File: src/rtl/timer_pkg.sv
// Shared definitions for the mm:ss timer core.
//   state_t : timer operating states
//   SEC_MAX : largest seconds value before carry/borrow
package timer_pkg;

    typedef enum logic [2:0] {
        ST_OFF,
        ST_IDLE,
        ST_RUN,
        ST_PAUSE,
        ST_SET,
        ST_DONE
    } state_t;

    localparam int SEC_MAX = 59;

endpackage

File: src/rtl/timer_core_param_if.sv
// Control and status bundle between the timer core and its neighbours
// (button debouncer on the control side, display mux / LED on the status side).
//   Controls : power_en, start_stop, clear, mode_down, set_mode, inc_min, inc_sec, lap
//   Status   : min_o, sec_o, min_bcd, sec_bcd, lap_min, lap_sec, lap_valid,
//              running_o, wrap_o, expired_o, led_state
//   master   : drives controls, observes status
//   slave    : the timer core
interface timer_core_param_if #(
    parameter int MW = 7
);
    logic          power_en;
    logic          start_stop;
    logic          clear;
    logic          mode_down;
    logic          set_mode;
    logic          inc_min;
    logic          inc_sec;
    logic          lap;
    logic [MW-1:0] min_o;
    logic [5:0]    sec_o;
    logic [7:0]    min_bcd;
    logic [7:0]    sec_bcd;
    logic [MW-1:0] lap_min;
    logic [5:0]    lap_sec;
    logic          lap_valid;
    logic          running_o;
    logic          wrap_o;
    logic          expired_o;
    logic          led_state;

    modport master (
        output power_en, start_stop, clear, mode_down, set_mode, inc_min, inc_sec, lap,
        input  min_o, sec_o, min_bcd, sec_bcd, lap_min, lap_sec, lap_valid,
               running_o, wrap_o, expired_o, led_state
    );

    modport slave (
        input  power_en, start_stop, clear, mode_down, set_mode, inc_min, inc_sec, lap,
        output min_o, sec_o, min_bcd, sec_bcd, lap_min, lap_sec, lap_valid,
               running_o, wrap_o, expired_o, led_state
    );
endinterface

File: src/rtl/timer_core_param_tick_gen.sv
// Prescaler producing a one-cycle tick every TICK_DIV clocks.
//   clk, rst : clock and synchronous active-high reset
//   run      : advance the count
//   clr      : force the count to zero (wins over run)
//   tick     : high on the terminal count while running
// With neither run nor clr the count holds, so a paused timer keeps its
// sub-second fraction.
module tick_gen #(
    parameter int TICK_DIV = 10
) (
    input  logic clk,
    input  logic rst,
    input  logic run,
    input  logic clr,
    output logic tick
);
    localparam int CW = (TICK_DIV > 1) ? $clog2(TICK_DIV) : 1;
    localparam logic [CW-1:0] LAST = CW'(TICK_DIV - 1);

    logic [CW-1:0] cnt_q;

    assign tick = run && (cnt_q == LAST);

    always_ff @(posedge clk) begin
        if (rst || clr) begin
            cnt_q <= '0;
        end else if (run) begin
            cnt_q <= tick ? '0 : cnt_q + CW'(1);
        end
    end
endmodule

File: src/rtl/timer_core_param.sv
// Parametrised mm:ss timer core: count up/down, pause/resume, time set,
// lap capture and countdown expiry.
//   clk, rst : clock and synchronous active-high reset
//   bus      : timer_core_param_if.slave (controls in, time/status out)
// Time is kept in binary; the BCD outputs are a combinational view of it.
module timer_core_param
    import timer_pkg::*;
#(
    parameter int CLK_HZ  = 50_000_000,
    parameter int TICK_HZ = 1,
    parameter int MIN_MAX = 59,
    parameter int MW      = 7
) (
    input logic               clk,
    input logic               rst,
    timer_core_param_if.slave bus
);
    localparam int TICK_DIV = CLK_HZ / TICK_HZ;

    state_t        state_q, state_d;
    logic [MW-1:0] min_q, lap_min_q;
    logic [5:0]    sec_q, lap_sec_q;
    logic          lap_valid_q, wrap_q, exp_q, led_tog_q;
    logic          dir_q;          // count direction latched outside RUN
    logic          tick, run_tick, expire, clr_cnt, cnt_zero;

    function automatic logic [7:0] to_bcd(input logic [6:0] v);
        logic [3:0] tens;
        logic [3:0] units;
        tens  = 4'(v / 7'd10);
        units = 4'(v % 7'd10);
        return {tens, units};
    endfunction

    tick_gen #(.TICK_DIV(TICK_DIV)) u_tick (
        .clk  (clk),
        .rst  (rst),
        .run  ((state_q == ST_RUN) || (state_q == ST_DONE)),
        .clr  ((state_q == ST_OFF) || (state_q == ST_IDLE) || (state_q == ST_SET)),
        .tick (tick)
    );

    assign cnt_zero = (min_q == '0) && (sec_q == '0);
    assign run_tick = (state_q == ST_RUN) && tick;
    // Countdown finishing this tick (00:00 also expires rather than borrowing).
    assign expire   = run_tick && dir_q && (min_q == '0) && (sec_q <= 6'd1);

    always_comb begin
        state_d = state_q;
        clr_cnt = 1'b0;
        if (!bus.power_en) begin
            state_d = ST_OFF;
        end else begin
            case (state_q)
                ST_OFF:   state_d = ST_IDLE;
                ST_IDLE: begin
                    if (bus.set_mode)
                        state_d = ST_SET;
                    else if (bus.start_stop && !(bus.mode_down && cnt_zero))
                        state_d = ST_RUN;
                    else if (bus.clear)
                        clr_cnt = 1'b1;
                end
                ST_RUN: begin
                    if (expire)
                        state_d = ST_DONE;
                    else if (bus.start_stop)
                        state_d = ST_PAUSE;
                end
                ST_PAUSE: begin
                    if (bus.set_mode)
                        state_d = ST_SET;
                    else if (bus.start_stop)
                        state_d = ST_RUN;
                    else if (bus.clear) begin
                        state_d = ST_IDLE;
                        clr_cnt = 1'b1;
                    end
                end
                ST_SET: begin
                    if (!bus.set_mode)
                        state_d = ST_IDLE;
                end
                ST_DONE: begin
                    if (bus.start_stop || bus.clear) begin
                        state_d = ST_IDLE;
                        clr_cnt = bus.clear;
                    end
                end
                default:  state_d = ST_OFF;
            endcase
        end
    end

    always_ff @(posedge clk) begin
        if (rst) begin
            state_q     <= ST_OFF;
            dir_q       <= 1'b0;
            min_q       <= '0;
            sec_q       <= '0;
            lap_min_q   <= '0;
            lap_sec_q   <= '0;
            lap_valid_q <= 1'b0;
            wrap_q      <= 1'b0;
            exp_q       <= 1'b0;
            led_tog_q   <= 1'b0;
        end else begin
            state_q <= state_d;
            wrap_q  <= 1'b0;
            exp_q   <= 1'b0;
            if (state_q != ST_RUN)
                dir_q <= bus.mode_down;
            if (!bus.power_en) begin
                min_q       <= '0;
                sec_q       <= '0;
                lap_min_q   <= '0;
                lap_sec_q   <= '0;
                lap_valid_q <= 1'b0;
                led_tog_q   <= 1'b0;
            end else begin
                exp_q <= expire;
                if (clr_cnt) begin
                    min_q       <= '0;
                    sec_q       <= '0;
                    lap_valid_q <= 1'b0;
                end
                if (state_q == ST_SET) begin
                    if (bus.inc_sec)
                        sec_q <= (sec_q == 6'(SEC_MAX)) ? '0 : sec_q + 6'd1;
                    if (bus.inc_min)
                        min_q <= (min_q == MW'(MIN_MAX)) ? '0 : min_q + MW'(1);
                end
                if (run_tick) begin
                    if (!dir_q) begin
                        if (sec_q == 6'(SEC_MAX)) begin
                            sec_q <= '0;
                            if (min_q == MW'(MIN_MAX)) begin
                                min_q  <= '0;
                                wrap_q <= 1'b1;
                            end else begin
                                min_q <= min_q + MW'(1);
                            end
                        end else begin
                            sec_q <= sec_q + 6'd1;
                        end
                    end else if (expire) begin
                        min_q <= '0;
                        sec_q <= '0;
                    end else if (sec_q == '0) begin
                        sec_q <= 6'(SEC_MAX);
                        min_q <= min_q - MW'(1);
                    end else begin
                        sec_q <= sec_q - 6'd1;
                    end
                end
                // Captures the pre-tick value when lap lands on a tick.
                if ((state_q == ST_RUN) && bus.lap) begin
                    lap_min_q   <= min_q;
                    lap_sec_q   <= sec_q;
                    lap_valid_q <= 1'b1;
                end
                led_tog_q <= (state_q == ST_DONE) ? (led_tog_q ^ tick) : 1'b0;
            end
        end
    end

    assign bus.min_o     = min_q;
    assign bus.sec_o     = sec_q;
    assign bus.min_bcd   = to_bcd(7'(min_q));
    assign bus.sec_bcd   = to_bcd(7'(sec_q));
    assign bus.lap_min   = lap_min_q;
    assign bus.lap_sec   = lap_sec_q;
    assign bus.lap_valid = lap_valid_q;
    assign bus.running_o = (state_q == ST_RUN);
    assign bus.wrap_o    = wrap_q;
    assign bus.expired_o = exp_q;
    assign bus.led_state = (state_q == ST_RUN) || ((state_q == ST_DONE) && led_tog_q);
endmodule

File: src/flat_wrapper.sv
// flat-port wrapper written by rule: the top's interface ports become plain ports
module timer_core_param_flat import timer_pkg::*;
#(
    parameter int CLK_HZ  = 50_000_000,
    parameter int TICK_HZ = 1,
    parameter int MIN_MAX = 59,
    parameter int MW      = 7
)
  (clk, rst, bus_power_en, bus_start_stop, bus_clear, bus_mode_down, bus_set_mode, bus_inc_min, bus_inc_sec, bus_lap, bus_min_o, bus_sec_o, bus_min_bcd, bus_sec_bcd, bus_lap_min, bus_lap_sec, bus_lap_valid, bus_running_o, bus_wrap_o, bus_expired_o, bus_led_state);
  timer_core_param_if #(.MW(MW)) bus_i ();
  input logic clk;
  input logic rst;
  input wire logic [$bits(bus_i.power_en)-1:0] bus_power_en;
  input wire logic [$bits(bus_i.start_stop)-1:0] bus_start_stop;
  input wire logic [$bits(bus_i.clear)-1:0] bus_clear;
  input wire logic [$bits(bus_i.mode_down)-1:0] bus_mode_down;
  input wire logic [$bits(bus_i.set_mode)-1:0] bus_set_mode;
  input wire logic [$bits(bus_i.inc_min)-1:0] bus_inc_min;
  input wire logic [$bits(bus_i.inc_sec)-1:0] bus_inc_sec;
  input wire logic [$bits(bus_i.lap)-1:0] bus_lap;
  output wire logic [$bits(bus_i.min_o)-1:0] bus_min_o;
  output wire logic [$bits(bus_i.sec_o)-1:0] bus_sec_o;
  output wire logic [$bits(bus_i.min_bcd)-1:0] bus_min_bcd;
  output wire logic [$bits(bus_i.sec_bcd)-1:0] bus_sec_bcd;
  output wire logic [$bits(bus_i.lap_min)-1:0] bus_lap_min;
  output wire logic [$bits(bus_i.lap_sec)-1:0] bus_lap_sec;
  output wire logic [$bits(bus_i.lap_valid)-1:0] bus_lap_valid;
  output wire logic [$bits(bus_i.running_o)-1:0] bus_running_o;
  output wire logic [$bits(bus_i.wrap_o)-1:0] bus_wrap_o;
  output wire logic [$bits(bus_i.expired_o)-1:0] bus_expired_o;
  output wire logic [$bits(bus_i.led_state)-1:0] bus_led_state;
  assign bus_i.power_en = bus_power_en;
  assign bus_i.start_stop = bus_start_stop;
  assign bus_i.clear = bus_clear;
  assign bus_i.mode_down = bus_mode_down;
  assign bus_i.set_mode = bus_set_mode;
  assign bus_i.inc_min = bus_inc_min;
  assign bus_i.inc_sec = bus_inc_sec;
  assign bus_i.lap = bus_lap;
  assign bus_min_o = bus_i.min_o;
  assign bus_sec_o = bus_i.sec_o;
  assign bus_min_bcd = bus_i.min_bcd;
  assign bus_sec_bcd = bus_i.sec_bcd;
  assign bus_lap_min = bus_i.lap_min;
  assign bus_lap_sec = bus_i.lap_sec;
  assign bus_lap_valid = bus_i.lap_valid;
  assign bus_running_o = bus_i.running_o;
  assign bus_wrap_o = bus_i.wrap_o;
  assign bus_expired_o = bus_i.expired_o;
  assign bus_led_state = bus_i.led_state;
  timer_core_param #(.CLK_HZ(CLK_HZ), .TICK_HZ(TICK_HZ), .MIN_MAX(MIN_MAX), .MW(MW)) u_core (.clk(clk), .rst(rst), .bus(bus_i));
endmodule
File: config.mk
export PLATFORM = sky130hd
export DESIGN_NAME = timer_core_param_flat
export DESIGN_NICKNAME = d
export VERILOG_FILES = /design/src/rtl/timer_pkg.sv /design/src/rtl/timer_core_param_if.sv /design/src/rtl/timer_core_param_tick_gen.sv /design/src/rtl/timer_core_param.sv /design/src/flat_wrapper.sv
export SDC_FILE = /design/constraint.sdc
export NUM_CORES = 1
export LEC_CHECK = 0
export BUFFER_PORTS_ARGS = -buffer_cell sky130_fd_sc_hd__buf_2
export CAP_MARGIN = 20
export CELL_PAD_IN_SITES_DETAIL_PLACEMENT = 1
export CELL_PAD_IN_SITES_GLOBAL_PLACEMENT = 2
export CORE_AREA = 10 10 134 112
export CTS_CLUSTER_SIZE = 28
export DETAILED_ROUTE_END_ITERATION = 7
export DIE_AREA = 0 0 144 122
export GPL_TIMING_DRIVEN = 0
export PLACE_DENSITY = 0.95
export SLEW_MARGIN = 20
export SYNTH_ARGS = -nofsm -noshare
export SYNTH_HDL_FRONTEND = slang
export SYNTH_SLANG_ARGS = --single-unit
File: constraint.sdc
create_clock -name clk -period 9.8 [get_ports clk]
set_input_delay 1.96 -clock clk [delete_from_list [all_inputs] [get_ports clk]]
set_output_delay 1.96 -clock clk [all_outputs]
set_load 0.02 [all_outputs]
# ---- Word level (Yosys, flattened, before mapping)
# Cells that the tools add are included.
dict set report totals {
  ff_bits 60
  inputBits 10
  elab_cells 104
}
dict set report op_classes {
  addsub 5
  div 4
  magnitude_cmp 1
  n_eq_ne 14
  muxes 39
  bitwise_logic 5
  n_reduce_logical 25
}
# operator count
set ops {}
lappend ops {{$mux 7} 9}
lappend ops {{$mux 6} 8}
lappend ops {{$mux 3} 9}
lappend ops {{$add 26x1->26 const B} 1}
lappend ops {{$eq 26x26->1 const B} 1}
lappend ops {{$mux 26} 1}
lappend ops {{$pmux 3 s6} 1}
lappend ops {{$logic_and 1x1->1} 10}
lappend ops {{$mux 1} 10}
lappend ops {{$add 7x1->7 const B} 1}
lappend ops {{$div 6x4->7 const B} 1}
lappend ops {{$div 7x4->7 const B} 1}
lappend ops {{$eq 7x6->1 const B} 1}
lappend ops {{$logic_not 7->1} 1}
lappend ops {{$mod 6x4->7 const B} 1}
lappend ops {{$mod 7x4->7 const B} 1}
lappend ops {{$sub 7x1->7 const B} 1}
lappend ops {{$add 6x1->6 const B} 1}
lappend ops {{$eq 3x2->1 const B} 2}
lappend ops {{$eq 3x3->1 const B} 2}
lappend ops {{$eq 6x6->1 const B} 1}
lappend ops {{$le 6x1->1 const B} 1}
lappend ops {{$logic_not 6->1} 1}
lappend ops {{$logic_or 1x1->1} 6}
lappend ops {{17 further kinds} 21}

# ---- Depth between registers and ports, before layout
# Gate-level depths: netlist of the first run.
dict set report depth {
  depth_word 16
  mapped_depth 13
}

# ---- By module
# From an unflattened synthesis of the first run, not the netlist that was laid out.
dict set report hier_totals {
  hier_cells 592
  area_unflattened_um2 4398.0
}
# module instances cells_each area_each_um2
set by_module_without_submodules {}
lappend by_module_without_submodules {timer_core_param 1 436 3054.2}
lappend by_module_without_submodules {tick_gen 1 156 1343.8}

# ---- Worst setup path after synthesis of the first run
# No wires, ideal clock.
dict set report synth_path {
  path_kind {reg-to-output}
  from {register u_core.min_q[3], in the netlist u_core.bus.min_o[3]}
  to {output port bus_min_bcd[2]}
  t_arrival_ns 3.468
  required_time_ns 7.840
  setup_slack_ns 4.372
  stages_incl_launch_ff 12
  path_buffers 2
  cell_sequence {dfxtp_1 > clkbuf_1 > mux2i_1 > o2bb2ai_1 > a211oi_1 > xnor2_1 > ha_1 > buf_1 > nand2_1 > o32a_1 > o211ai_1 > mux2i_1}
}
dict set report synth_via {
  elab_chain_len 1
}
# item line_no
set synth_rtl {}
lappend synth_rtl {{start, declared} timer_core_param.sv:21} ;# logic [MW-1:0] min_q, lap_min_q;
lappend synth_rtl {{start signal, assigned} timer_core_param.sv:131} ;# min_q <= (min_q == MW'(MIN_MAX)) ? '0 : min_q + MW'(1);
lappend synth_rtl {{start signal, assigned} timer_core_param.sv:141} ;# min_q <= min_q + MW'(1);
lappend synth_rtl {{start signal, assigned} timer_core_param.sv:151} ;# min_q <= min_q - MW'(1);
lappend synth_rtl {{$mod 7x4->7} timer_core_param.sv:31} ;# units = 4'(v % 7'd10);
lappend synth_rtl {{end, declared} flat_wrapper.sv:23} ;# output wire logic [$bits(bus_i.min_bcd)-1:0] bus_min_bcd;
# Every way passes these cells.

# ---- Worst setup path in the final report of the first run
dict set report layout_path {
  from {register u_core.min_q[6], in the netlist u_core.bus.min_o[6]}
  to {output port bus_min_bcd[2]}
}
# Same word-level chain as after synthesis.

==> run metrics, run 1 <==
Ys Warns=0; crit path kind=register to output pin; FILL cells=1636; largest net degree at the start of global routing=13; Mean Syn Cell Area=7.115 µm²; simple-gate area share of the yosys netlist=0.3305; main combinational cell family by area after synthesis=simple AND/OR/NAND/NOR gates; Worst R2R Start=u_core.bus.min_o[0]$_SDFF_PP0_; CTS tree=done; total congestion overflow=0; antenna viol nets, final=0; hpwl dp=11910 µm; cell chain of the critical path=buf_1 -> xor2_1 -> nor2_1 -> a211oi_1 -> xnor2_1 -> ha_1 -> buf_1 -> nand2_1 -> o32a_1 -> o211ai_1 -> mux2i_1 -> buf_2; Clock Latency Late Sink=0.34 ns; number of buffers created by CTS=9; drt total wl=15650 µm; fin. max-slew vios=0; RSZ-0062 raised after global routing=false; Nets=699; maxcap violations=0; Port-buffer cells=54; TritonCTS Sinks=60; vias per cell=5.764; row cnt=37; hold_sp=u_core.bus.lap_sec[5]$_SDFFE_PP0P_; Worst-path clk slew=0.06 ns; setup TNS=0 ns; critical path peak fanout=10; Netlist cell types=63; H-tree level count=3; GRT Util Overall=0.1810; synthesized flop and latch total=60; Synth Area in Compound Gates=0.2172; asr flop ratio synth=0; period utilisation layout=0.5911; share of post-route cells with drive strength above 1=0.1217; initial antenna violation count=0; register area=1201 µm²; worst hold path class=register to register; number of global-route vias before repair=4929; post-route cell area=5106 µm²; clock skew=0.008817 ns; most frequent CP cell=buf_1; Horiz. Die Dim=144 µm; peak supply drop=68.51 µV; Worst Path Buf+Inv=3; die height=122 µm; Hold Fails Final Rpt=0; Multi-input gate area=2893 µm²; Via Count=4830; First DRT Iteration DRCs=427; Slew @ Worst Pin=1.129 ns; layout overhead on the synthesized area=17.27%; most common cell after layout, fill and taps aside=nand2_1; Avg WL per Cell=18.68 µm; DP Area=4820 µm²; crit path from=u_core.bus.min_o[6]$_SDFF_PP0_; pre-CTS setup slack=4.351 ns; number of hold buffers added after cts=0; EDFF count, synth=0; setup ws final=4.008 ns; worst path arrival time=3.83 ns; startpoint types=register; Leakage=1.861 nW; Primary FF master, synth=dfxtp_1; Core Footprint=12450 µm²; crit path time final=5.793 ns; hold_ws=0.4502 ns; multiplexer share of the synthesized area=0.02069; Req. time, crit path=7.84 ns; post-cts resize count=0; # setup viols final=0; status=completed; syn nets=634; Slew HR=0.2408; Max Clk Rate=172.6 MHz; most frequent cells in the layout=nand2_1 (84), dfxtp_1 (60), buf_2 (58), nor2_1 (58), a21oi_1 (56); Die ar.=17570 µm²; Seq/Total Area, Yosys=0.2759; Mapped Cells=612; io pins=57; worst stage delay on the critical path=0.62 ns; first-pass GRT wire length=26150 µm; Worst setup EP type=output pin; Post-CTS Setup Inserts=0; Synth Cell Area=4354 µm²; Initial Util=0.3496; Clock Tree Root=clkbuf_16; # diodes=0; Crit path max-delay family=compound AO/OA/AOI/OAI gates; xor-xnor portion of the synthesized cell area=0.05833; Synth Area in Adders=0.03678; clk buf depth=2; DR DRC count=0; PwrDens=112.9 nW/µm²; RePlAce Congestion=0.9574; Slowest cell on crit path=a211oi_1; drt first pass iters=5
[logic make-up (layout without fill, tap and decap cells)]
| family | after synthesis | after routing |
|---|---|---|
| adders and majority gates | 13 | 13 |
| DFF | 60 | 60 |
| buffers and inverters | 65 | 135 |
| AOI/OAI and AO/OA | 154 | 154 |
| xor gates and xnor gates | 29 | 29 |
| and+or+nand+nor | 281 | 281 |
| muxes | 9 | 9 |
| other | 1 | 1 |
[sequential cells by signal, indices dropped and copies added (netlist names)]
signal and flops:
u_core.u_tick.cnt_q 26, u_core.bus.lap_min 7, u_core.bus.min_o 7, u_core.bus.lap_sec 6
u_core.bus.sec_o 6, u_core.state_q 3, u_core.bus.expired_o 1, u_core.bus.lap_valid 1
u_core.bus.wrap_o 1, u_core.dir_q 1, u_core.led_tog_q 1
[worst min-delay path: stages, from the launching register on]
cell	delay (ns)
dfxtp_1	0.30
nand2_1	0.05
a21oi_1	0.05
[report_power, final]
group | internal, mW | leakage (nW) | switching [mW]
clock network | 0.180 | 0.139 | 0.127
registers | 0.245 | 0.484 | 0.00121
logic | 0.00725 | 1.24 | 0.0161
[metrics by stage]
step                        util  power, mW  cells
after global placement    0.3870     0.2733    822
after CTS                 0.4100     0.5801    838
after floorplan                -     0.2648    612
after global routing      0.4100     0.5962    838
final                     0.4100     0.5764    838
after detailed placement  0.3870     0.2738    822
[Yosys cell counts (3+ instances only)]
library cell | count | share of area
mux2i_1 | 9 | 0.021
nor4bb_1 | 5 | 0.011
buf_4 | 3 | 0.0052
nand3b_1 | 7 | 0.012
o31ai_1 | 5 | 0.0086
clkbuf_1 | 33 | 0.028
o22ai_1 | 7 | 0.010
a22o_1 | 3 | 0.0060
xor2_1 | 8 | 0.016
a21o_1 | 3 | 0.0052
a221oi_1 | 3 | 0.0060
and3_1 | 11 | 0.016
ha_1 | 12 | 0.034
nand4_1 | 9 | 0.013
o21ai_0 | 32 | 0.037
dfxtp_1 | 60 | 0.28
nor2_1 | 58 | 0.050
nor2b_1 | 7 | 0.010
xnor2_1 | 21 | 0.042
a31oi_1 | 9 | 0.013
nor3_1 | 23 | 0.026
nor3b_1 | 3 | 0.0052
and2_1 | 6 | 0.0086
o211ai_1 | 6 | 0.010
or3_1 | 13 | 0.019
nand2_1 | 84 | 0.072
nand3_1 | 24 | 0.028
buf_2 | 4 | 0.0046
buf_1 | 4 | 0.0034
inv_1 | 21 | 0.018
o2bb2ai_1 | 3 | 0.0060
a211oi_1 | 11 | 0.019
nand2b_1 | 6 | 0.0086
a21oi_1 | 56 | 0.064
nor4_1 | 3 | 0.0043
or4_1 | 5 | 0.0086
[path summary, 6_finish.rpt]
path | endpoint | slack, ns | cells past startpoint
min | u_core.bus.lap_sec[5]$_SDFFE_PP0P_ | 0.45 | 2
max reg2reg | u_core.bus.min_o[6]$_SDFF_PP0_ | 6.19 | 9
min reg2reg | u_core.bus.lap_sec[5]$_SDFFE_PP0P_ | 0.45 | 2
max | bus_min_bcd[2] | 4.01 | 12
[metal layers]
layer | share of wire | GRT usage
met4 | 0.0075 | 0.03631
met5 | 0 | 0
met1 | 0.48 | 0.2413
met3 | 0.052 | 0.03967
met2 | 0.46 | 0.2941
[layout make-up]
type | instances | area share
plain buffers | 44 | 0.03553
clock buffers | 10 | 0.04680
clock inverters | 6 | 0.009311
inverters | 21 | 0.01544
multi-input cells | 487 | 0.5665
flip-flops and latches | 60 | 0.2352
well taps | 156 | 0.03823
repair buffers | 54 | 0.05293
(Power assumes the default switching activity.)
==> run 2: changes to the inputs <==
Settings changed: CORE_AREA 10 10 134 112 to 10 10 140 116, DIE_AREA 0 0 144 122 to 0 0 150 126, PLACE_DENSITY 0.95 to 0.9.
Clock period 9.8 ns to 5.76 ns, I/O delays scaled along.
==> run 2 against run 1 <==
  * First-iteration DRC count shrank 29%
  * Via count shrank 0.58%
  * Sequential share of layout area shrank 0.19 points
  * Worst hold slack gained 0.0033 ns
  * Register-to-register slack lost 4.0 ns
  * Global-route usage shrank 1.6 points
  * Power grew 74%
  * Non-clock buffer count is the same
  * Design area grew 0.83%
  * Core utilization shrank 2.6 points
  * Combinational power grew 68%
  * Critical path type unchanged
==> run metrics, run 2 (same netlist as run 1, synthesis figures left out) <==
period utilisation layout=0.8665; Clock Latency Late Sink=0.35 ns; drt first pass iters=5; Die ar.=18900 µm²; most frequent cells in the layout=nand2_1 (84), dfxtp_1 (60), buf_2 (58), nor2_1 (58), a21oi_1 (56); Initial Util=0.3247; Slew HR=0.4603; Leakage=1.866 nW; Hold Fails Final Rpt=0; Slowest cell on crit path=a211oi_1; die height=126 µm; first-pass GRT wire length=25560 µm; fin. max-slew vios=0; most frequent CP cell=buf_1; Req. time, crit path=4.61 ns; vias per cell=5.571; max reg flops=26; register area=1201 µm²; post-cts resize count=0; largest net degree at the start of global routing=12; FILL cells=1726; total congestion overflow=0; peak supply drop=151.3 µV; crit path time final=4.991 ns; drt total wl=15700 µm; overall power=1.002 mW; Clock Tree Root=clkbuf_16; Worst Path Buf+Inv=3; Most flops, register=u_core.u_tick.cnt_q; clk buf depth=2; CTS tree=done; Slew @ Worst Pin=0.8047 ns; # diodes=0; number of hold buffers added after cts=0; worst stage delay on the critical path=0.65 ns; clock skew=0.008556 ns; RePlAce Congestion=0.8880; RSZ-0062 raised after global routing=false; io pins=57; number of buffers created by CTS=9; Worst-path clk slew=0.06 ns; PwrDens=194.5 nW/µm²; setup TNS=0 ns; Avg WL per Cell=18.21 µm; GRT Util Overall=0.1648; layout overhead on the synthesized area=18.25%; Worst setup EP type=output pin; worst path arrival time=3.84 ns; critical path peak fanout=10; Post-CTS Setup Inserts=0; worst hold path class=register to register; number of global-route vias before repair=4909; initial antenna violation count=0; row cnt=38; TritonCTS Sinks=60; maxcap violations=0; H-tree level count=3; crit path kind=register to output pin; Core Footprint=13410 µm²; DR DRC count=0; Crit path max-delay family=compound AO/OA/AOI/OAI gates; Via Count=4802; startpoint types=register; Max Clk Rate=200.4 MHz; status=completed; Port-buffer cells=54; # setup viols final=0; setup slack, reg-to-reg=2.20 ns; hpwl dp=11970 µm; antenna viol nets, final=0; cell chain of the critical path=buf_1 -> xor2_1 -> nor2_1 -> a211oi_1 -> xnor2_1 -> ha_1 -> buf_1 -> nand2_1 -> o32a_1 -> o211ai_1 -> mux2i_1 -> buf_2; share of post-route cells with drive strength above 1=0.1217; Multi-input gate area=2898 µm²; Horiz. Die Dim=150 µm; most common cell after layout, fill and taps aside=nand2_1; Nets=699; First DRT Iteration DRCs=305
run 2: changes by cell type in the layout (fill, tap and decap cells not counted):
| cell | delta |
|---|---|
| o31ai_1 | -1 |
| inv_6 | -2 |
| clkbuf_8 | -1 |
| clkinv_2 | +1 |
| clkbuf_1 | +1 |
| o31ai_2 | +1 |
| bufinv_16 | +1 |
run 2: final timing paths:
check / startpoint / end / cells after the start
worst max register to register: u_core.bus.min_o[1]$_SDFF_PP0_ / u_core.bus.min_o[4]$_SDFF_PP0_ / 10
worst min register to register: u_core.bus.lap_sec[2]$_SDFFE_PP0P_ / u_core.bus.lap_sec[2]$_SDFFE_PP0P_ / 2
worst min-delay path: u_core.bus.lap_sec[2]$_SDFFE_PP0P_ / u_core.bus.lap_sec[2]$_SDFFE_PP0P_ / 2
worst max-delay path: u_core.bus.min_o[6]$_SDFF_PP0_ / bus_min_bcd[2] / 12
run 2: metal layers:
| layer | share of wire | vias up | global-route usage |
|---|---|---|---|
| met5 | 0 | - | 0 |
| met4 | 0.015 | 0 | 0.05651 |
| met2 | 0.45 | 109 | 0.2536 |
| li1 | - | 2316 | - |
| met1 | 0.48 | 2357 | 0.2194 |
| met3 | 0.050 | 20 | 0.03973 |
run 2: stage by stage:
step / instance area, µm² / hold slack (ns) / setup WS [ns] / utilization / instances
finish: 5149 / 0.4535 / 0.7690 / 0.3840 / 862
global route: 5149 / 0.4786 / 0.5177 / 0.3840 / 862
CTS: 5144 / 0.4579 / 0.7855 / 0.3836 / 862
detailed placement: 4850 / 0.4506 / 1.172 / 0.3617 / 846
global placement: 4850 / 0.4464 / 1.314 / 0.3617 / 846
floorplan: 4354 / 0.4474 / 1.140 / - / 612
run 2: final cells by class:
cell class	instances	area share
Clock inverter	6	0.01264
Inverter	21	0.01531
Tap cell	180	0.04374
Buffer	44	0.03524
Sequential cell	60	0.2333
Multi-Input combinational cell	487	0.5628
Clock buffer	10	0.04447
Timing Repair Buffer	54	0.05249
run 2: worst reg2reg max path, cell delays in order (launching register included):
cell and delay (ns):
dfxtp_1 0.34, clkbuf_1 0.22, inv_1 0.21, ha_1 0.19, nor4b_1 0.52, nand2_1 0.25, o31ai_2 0.68, clkbuf_1 0.53
o21ai_0 0.23, o2111ai_1 0.12, a31oi_1 0.13
run 2: report_power, final:
group / switching, mW / internal, mW
sequential: 0.00202 / 0.416
combinational: 0.0268 / 0.0124
clock: 0.210 / 0.334
total: 0.238 / 0.763
==> run 3: changes to the inputs <==
Settings changed: ABC_AREA from default to 1, CORE_AREA 10 10 140 116 to 10 10 146 121, DIE_AREA 0 0 150 126 to 0 0 156 131, GPL_ROUTABILITY_DRIVEN from default to 0.
==> run 3 against run 2 <==
  * Global-route usage fell by 1.1 points
  * Die area rose by 8.1%
  * Worst hold slack improved by 0.0075 ns
  * Design area rose by 3.5%
  * Count of clock-buffer cells in the layout fell by 1
  * Synthesized cell count rose by 19%
  * Fmax rose by 27%
  * Largest cell class unchanged
  * Via count rose by 2.9%
  * Critical endpoint is now bus_sec_bcd[1]
  * Sequential share of layout area fell by 0.78 points
  * Worst setup slack improved by 1.0 ns
==> run metrics, run 3 <==
status=completed; CTS tree=done; asr flop ratio synth=0; Avg WL per Cell=15.66 µm; hpwl dp=12100 µm; pre-CTS setup slack=2.162 ns; most frequent CP cell=nand2_1; layout overhead on the synthesized area=18.02%; critical path peak fanout=7; clk buf depth=2; Horiz. Die Dim=156 µm; top post-synthesis cells by count=nand2_1 (154), nor2_1 (96), nand3_1 (87), inv_1 (84), dfxtp_1 (60); Slew @ Worst Pin=0.5952 ns; Req. time, crit path=4.61 ns; count leader, synth=nand2_1; maxcap violations=0; Clock Latency Late Sink=0.34 ns; FILL cells=1969; number of buffers created by CTS=9; # diodes=0; Slew HR=0.6032; Most flops, register=u_core.u_tick.cnt_q; wire length on met1=8005 µm; drt first pass iters=4; crit path kind=register to output pin; crit path time final=3.945 ns; share of post-route cells with drive strength above 1=0.1731; setup slack, reg-to-reg=3.35 ns; Die ar.=20440 µm²; most common cell after layout, fill and taps aside=nand2_1; Core Footprint=14760 µm²; Synth Cell Area=4513 µm²; Post-CTS Setup Inserts=0; startpoint types=register; Nets=814; RSZ-0062 raised after global routing=false; Crit path max-delay family=simple AND/OR/NAND/NOR gates; total congestion overflow=0; worst hold path class=register to register; Max Clk Rate=253.5 MHz; Mapped Cells=726; max reg flops=26; setup TNS=0 ns; GRT Util Overall=0.1539; DR WL met2=6678 µm; First DRT Iteration DRCs=239; die height=131 µm; Hold Fails Final Rpt=0; Leakage=2.510 nW; H-tree level count=3; Netlist cell types=50; drt total wl=15450 µm; number of hold buffers added after cts=0; TritonCTS Sinks=60; row cnt=40; Worst-path clk slew=0.06 ns; Mean Syn Cell Area=6.216 µm²; synthesized flop and latch total=60; Clock Tree Root=clkbuf_16; Slowest cell on crit path=dfxtp_1; peak supply drop=154.7 µV; routed length on met3=646 µm; PwrDens=192.3 nW/µm²; Ys Warns=0; DR top layer=met4; Port-buffer cells=55; number of global-route vias before repair=4949; cell chain of the critical path=inv_2 -> nand2_2 -> nand2_4 -> xor2_2 -> inv_1 -> nor2_2 -> o21ai_4 -> nand2_1 -> nand2_2 -> ha_1 -> nand3b_2 -> nand3_4 -> nand2_1 -> nand2_1 -> buf_2; top-area cell type share of the netlist area=0.2661; Seq/Total Area, Yosys=0.2661; syn nets=748; vias per cell=5.010; most frequent cells in the layout=nand2_1 (154), nor2_1 (96), nand3_1 (87); EDFF count, synth=0; Primary FF master, synth=dfxtp_1; fin. max-slew vios=0; antenna viol nets, final=0; setup ws final=1.815 ns; DR DRC count=0; initial antenna violation count=0; Worst setup EP type=output pin; post-cts resize count=0; io pins=57; clock skew=0.008418 ns; period utilisation layout=0.6849; Via Count=4940; Initial Util=0.3057; top post-synthesis cells by area=dfxtp_1 (27%), nand2_1 (13%), nand3_1 (9.6%); # setup viols final=0; largest net degree at the start of global routing=13; worst stage delay on the critical path=0.54 ns; worst path arrival time=2.79 ns; Worst Path Buf+Inv=3; first-pass GRT wire length=25740 µm; Synth area leader=dfxtp_1
==> run 3: cell types whose count changed after synthesis, moves of 11 or more <==
cell      change
nand4_1      +11
nand3_1      +63
a21oi_1      -15
inv_1        +63
xnor2_1      -19
nor2_1       +38
inv_2        +11
clkbuf_1     -24
nand2_1      +70
or3_1        -13
==> run 3: cell type report <==
type                    instances  area (µm²)  area share
plain buffers                  27       155.1     0.02913
clock buffers                   9       225.2     0.04228
inverters                      98       367.9     0.06906
clock inverters                 7       76.32     0.01433
flip-flops and latches         60        1201      0.2255
well taps                     189       236.5     0.04440
multi-input cells             541        2789      0.5236
repair buffers                 55       275.3     0.05168
==> run 3: logic make-up after synthesis <==
group           Yosys count  share of synthesized area
mux                       1                   0.002495
flops                    60                     0.2661
fa+ha+maj                12                    0.03327
compound gates           92                     0.1139
xor+xnor                 11                    0.02301
buf+inv                 125                     0.1159
simple gates            424                     0.4444
other cells               1                  0.0008309
==> run 3: path summary, 6_finish.rpt <==
kind,to,cells past startpoint,startpoint
worst max-delay path,bus_sec_bcd[1],15,u_core.bus.sec_o[3]$_SDFF_PP0_
worst min-delay path,u_core.bus.lap_sec[1]$_SDFFE_PP0P_,2,u_core.bus.lap_sec[1]$_SDFFE_PP0P_
worst max register to register,u_core.bus.min_o[5]$_SDFF_PP0_,16,u_core.bus.sec_o[0]$_SDFF_PP0_
worst min register to register,u_core.bus.lap_sec[1]$_SDFFE_PP0P_,2,u_core.bus.lap_sec[1]$_SDFFE_PP0P_
==> run 3: layer usage <==
metal  vias up  GRT usage
met5         -          0
met3        12    0.03136
li1       2515          -
met2        72     0.2403
met1      2341     0.2149
met4         0    0.02993
==> run 3: where the power goes <==
part / switching [mW] / internal [mW] / total [mW]
sequential: 0.00227 / 0.417 / 0.419
combinational: 0.0396 / 0.0149 / 0.0545
clock: 0.214 / 0.337 / 0.551
==> run 3: stage by stage <==
stage | utilization | instance area (µm²) | cells | power [mW] | hold slack, ns
after floorplan | - | 4513 | 726 | 0.4625 | 0.4476
after global placement | 0.3403 | 5025 | 970 | 0.4824 | 0.4511
after detailed placement | 0.3403 | 5025 | 970 | 0.4823 | 0.4549
after CTS | 0.3608 | 5326 | 986 | 1.037 | 0.4634
after global routing | 0.3608 | 5326 | 986 | 1.065 | 0.4898
final | 0.3608 | 5326 | 986 | 1.024 | 0.4610
==> run 3: worst reg2reg max path, delay by kind of cell, from the launching register on <==
family,cells,cell delay (ns)
flops,1,0.45
fa+ha+maj,1,0.18
simple gates,12,1.18
buf+inv,3,0.48
